==> config.mk <==
export PLATFORM = sky130hd
export DESIGN_NAME = byte_stream_packer
export DESIGN_NICKNAME = d
export VERILOG_FILES = /design/src/rtl/byte_stream_packer.sv
export SDC_FILE = /design/constraint.sdc
export NUM_CORES = 1
export LEC_CHECK = 0
export ABC_AREA = 1
export BUFFER_PORTS_ARGS = -buffer_cell sky130_fd_sc_hd__buf_2
export CAP_MARGIN = 20
export CORE_MARGIN = 4
export CORE_UTILIZATION = 45
export DETAILED_ROUTE_END_ITERATION = 6
export PLACE_DENSITY_LB_ADDON = 0.15
export SLEW_MARGIN = 20
export SYNTH_ARGS = -nofsm -noshare
export SYNTH_HDL_FRONTEND = slang
export SYNTH_SLANG_ARGS = --single-unit
==> constraint.sdc <==
create_clock -name clk -period 4.1 [get_ports clk]
set_input_delay 0.205 -clock clk [delete_from_list [all_inputs] [get_ports clk]]
set_output_delay 0.205 -clock clk [all_outputs]
set_load 0.01 [all_outputs]
==> src/rtl/byte_stream_packer.sv <==
// Packs PACK consecutive bytes into one little-endian word using valid/ready on both sides.
// Optional BYTE_STREAM_PACKER_WORD_COUNT_EN adds a free-running transferred-word counter.
module byte_stream_packer #(
    parameter int PACK = 4
) (
    input  logic              clk,
    input  logic              rst,
    input  logic [7:0]        s_data,
    input  logic              s_valid,
    output logic              s_ready,
    input  logic              s_last,
    output logic [8*PACK-1:0] m_data,
    output logic [PACK-1:0]   m_keep,
    output logic              m_last,
    output logic              m_valid,
    input  logic              m_ready
`ifdef BYTE_STREAM_PACKER_WORD_COUNT_EN
    ,
    output logic [31:0]       word_count
`endif
);

    if (PACK < 2 || PACK > 8) begin : g_bad_pack
        $error("byte_stream_packer: PACK must be in 2..8");
    end

    localparam int IDX_W = $clog2(PACK);
    localparam int ACC_W = 8 * (PACK - 1);

    logic [ACC_W-1:0]  acc;
    logic [PACK-2:0]   mask;
    logic [IDX_W-1:0]  idx;

    logic              accept;
    logic              complete;
    logic              drain;
    logic [8*PACK-1:0] merged;
    logic [PACK-1:0]   keep_next;

    assign s_ready  = !m_valid || m_ready;
    assign accept   = s_valid && s_ready;
    assign complete = accept && (s_last || (idx == IDX_W'(PACK - 1)));
    assign drain    = m_valid && m_ready;

    // Lanes above idx are always zero in the accumulator, so OR-merging keeps unused lanes 0.
    assign merged    = {8'h00, acc} | ({{ACC_W{1'b0}}, s_data} << {idx, 3'b000});
    assign keep_next = {1'b0, mask} | ({{(PACK-1){1'b0}}, 1'b1} << idx);

    // NOTE: sequential state uses non-blocking assignments so every register samples pre-edge values.
    always_ff @(posedge clk or posedge rst) begin
        if (rst) begin
            acc     <= '0;
            mask    <= '0;
            idx     <= '0;
            m_data  <= '0;
            m_keep  <= '0;
            m_last  <= 1'b0;
            m_valid <= 1'b0;
        end else if (complete) begin
            m_data  <= merged;
            m_keep  <= keep_next;
            m_last  <= s_last;
            m_valid <= 1'b1;
            acc     <= '0;
            mask    <= '0;
            idx     <= '0;
        end else begin
            if (drain) begin
                m_valid <= 1'b0;
            end
            if (accept) begin
                // Not completing implies idx < PACK-1, so the new byte lies inside acc.
                acc  <= merged[ACC_W-1:0];
                mask <= keep_next[PACK-2:0];
                idx  <= idx + IDX_W'(1);
            end
        end
    end

`ifdef BYTE_STREAM_PACKER_WORD_COUNT_EN
    always_ff @(posedge clk or posedge rst) begin
        if (rst) begin
            word_count <= '0;
        end else if (drain) begin
            word_count <= word_count + 32'd1;
        end
    end
`endif

endmodule

==> flow_metrics.env <==
export IMPL_first_pass_iters=4
export IMPL_cts_repair_resized=0
export IMPL_netlist_area_mm2=0.00298
export IMPL_nets=441
export IMPL_htreeDepth=3
export IMPL_pwr_share_clk=0.270
export IMPL_hold_viol_final=0
export IMPL_fin_skew_ns=0.00470
export IMPL_vias=2394
export IMPL_portBuffers=51
export IMPL_start_kind="register"
export IMPL_worstPathCellList="ha_1 > inv_1 > nand2_1 > nand3_2 > buf_4 > nand2_1 > nand2_1"
export IMPL_avgRoutedWirePerCell_um=13.2
export IMPL_synth_cell_type_count=15
export IMPL_cts_buffers=9
export IMPL_die_y_um=89.4
export IMPL_grt_pass1_vias=2282
export IMPL_cts_setup_buffers=0
export IMPL_syn_nets=393
export IMPL_fp_dieW_um=89.4
export IMPL_ys_seq_elements=67
export IMPL_syn_to_final_growth_pct=15.5
export IMPL_arrival_ns=2.55
export IMPL_clk_path_buf_depth=2
export IMPL_netlist_area_leader_share=0.562
export IMPL_path_max_fanout=38
export IMPL_rsz0062_at_grt="false"
export IMPL_synth_area_top_cells="dfrtp_1 56%, nand2_1 21%, nor2_1 7.9%"
export IMPL_grt_pass1_wl_um=11200
export IMPL_clkLatencyLatePin_ns=0.33
export IMPL_crit_buf_inv=2
export IMPL_power_density_mw_per_mm2=528
export IMPL_overflow=0
export IMPL_io_pins=52
export IMPL_cts_sink_count=67
export IMPL_n_antenna_cell=0
export IMPL_syn_inst=376
export IMPL_vias_per_cell=4.73
export IMPL_fin_setup_tns_ns=0
export IMPL_power_frac_seq=0.476
export IMPL_start_util=0.467
export IMPL_whs_ns=0.160
export IMPL_yosysTopAreaCell="dfrtp_1"
export IMPL_r2r_start="idx[1]$_DFFE_PP0P_"
export IMPL_drtIter0Drc=187
export IMPL_die_area_mm2=0.00800
export IMPL_total_leakage_power_nw=1.99
export IMPL_max_stage_delay_ns=0.73
export IMPL_slew_viol_final=0
export IMPL_grt_max_degree=39
export IMPL_cp_top_family="flip-flops"
export IMPL_cts_tree="yes"
export IMPL_worst_pin_slew_ns=0.748
export IMPL_fin_crit_sh=0.570
export IMPL_crit_type="reg2reg"
export IMPL_power_internal_mw=1.21
export IMPL_min_period_ns=2.34
export IMPL_setup_violations=0
export IMPL_hold_path_class="in2reg"
export IMPL_relSlewSlack=0.500
export IMPL_gp_congestion=0.806
export IMPL_cp_required_ns=4.31
export IMPL_clkTransAtPathRegs_ns=0.07
export IMPL_cap_violations=0
export IMPL_grt_antenna_before_repair=0
export IMPL_drcViolationCount=0
export IMPL_switching_power_mw=0.610
export IMPL_routed_wl_um=6700
export IMPL_swShare=0.335
export IMPL_path_common_cell="nand2_1"
export IMPL_ir_worst_vdd_mv=0.326
export IMPL_ant_nets=0
export IMPL_root_buffer="clkbuf_8"
export IMPL_rows=29
export IMPL_hp_start="s_last"
export IMPL_layout_drive_gt1_share=0.184
export IMPL_rrSetupSlack_ns=1.76
export IMPL_cpMaxStageDelayCell="dfrtp_1"
export IMPL_yosysWarnings=0
export IMPL_dp_hpwl_um=4560
export IMPL_startpoint="idx[1]$_DFFE_PP0P_"
export IMPL_fmax_ghz=0.428
export IMPL_grt_usage=0.184
export IMPL_comb_power_share=0.255
export IMPL_syn_area_per_cell_um2=7.94
export IMPL_synth_seq_area_share=0.562
export IMPL_outcome="finished, final reports clean"
export IMPL_core_area_mm2=0.00639
export IMPL_endpoint_kind="register"
-- worst min-delay path: stages --
cell,delay (ns)
buf_2,0.12
nand2_1,0.07
nand2_1,0.06
-- flip-flops by register name (all words and copies together), names as in the netlist --
name,count
mask,3
m_keep,4
idx,2
m_data,32
m_valid,1
m_last,1
acc,24
-- path summary, 6_finish.rpt --
path	end	cells past startpoint
max in group asynchronous	m_data[8]$_DFFE_PP0P_	4
setup / recovery	m_data[15]$_DFFE_PP0P_	7
hold reg to reg	m_data[14]$_DFFE_PP0P_	2
hold / removal	m_last$_DFFE_PP0P_	3
min in group asynchronous	m_data[25]$_DFFE_PP0P_	3
setup reg to reg	m_data[15]$_DFFE_PP0P_	7
-- metal layers --
metal | GRT usage | wire [um]
met4 | 0.0609 | 82
met2 | 0.273 | 2840
met3 | 0.0507 | 335
met5 | 0 | 0
met1 | 0.262 | 3440
-- kinds of logic after synthesis --
logic type | count (synthesis) | synth area share
AOI/OAI and AO/OA | 10 | 0.0243
adders and majority gates | 4 | 0.0168
buffers and inverters | 40 | 0.0621
DFF | 67 | 0.562
and+or+nand+nor | 255 | 0.335
-- final cells by class --
type | instances | area (um^2)
Fill cell | 617 | 2940
Sequential cell | 67 | 1680
Multi-Input combinational cell | 269 | 1130
Timing Repair Buffer | 55 | 288
Clock buffer | 14 | 163
Tap cell | 77 | 96.3
Inverter | 22 | 82.6
Clock inverter | 2 | 10.0
-- placed cells by master (no fill, tap or decap) --
master and n:
buf_2 51, nand3_1 17, nor2_4 1, buf_4 3, nand2_2 2, inv_2 4, nand3_2 1, dfrtp_1 67
o21ai_0 1, clkbuf_8 11, ha_1 4, or2_2 3, o21bai_1 8, nand2_1 168, clkbuf_1 3, dlygate4sd3_1 1
a21boi_2 1, clkinv_2 2, inv_1 18, nor2_1 63
-- synthesized netlist by cell type --
cell type / n
o21ai_0: 1
buf_2: 13
nor2_1: 63
inv_2: 3
nor2_4: 1
nand2_1: 168
inv_1: 19
o21bai_1: 8
a21boi_1: 1
dfrtp_1: 67
ha_1: 4
nand3_1: 18
buf_4: 5
or2_2: 3
nand2_2: 2
-- stage by stage --
step	cells	area, um^2	setup WS, ns	utilization	power [mW]
after floorplan	376	2980	2.21	-	1.19
after global placement	489	3260	1.83	0.511	1.33
after detailed placement	489	3260	1.78	0.511	1.34
after CTS	506	3450	1.75	0.540	1.83
after global routing	506	3450	1.53	0.540	1.95
final	506	3450	1.76	0.540	1.82
-- power groups by stage --
stage / sequential (mW) / combinational, mW / clock (mW)
3_3_place_gp: 0.874 / 0.457 / 0
2_1_floorplan: 0.897 / 0.290 / 0
3_5_place_dp: 0.876 / 0.467 / 0
4_1_cts: 0.866 / 0.470 / 0.498
6_report: 0.865 / 0.463 / 0.490
5_1_grt: 0.886 / 0.531 / 0.530
-- repair_timing --
item / CTS / global route
hold buffers: 1 / 0
endpoints found under the setup margin: 0 / 0
endpoints found under the hold margin: 30 / 0
Note: power is estimated with default switching activity, not from simulation.
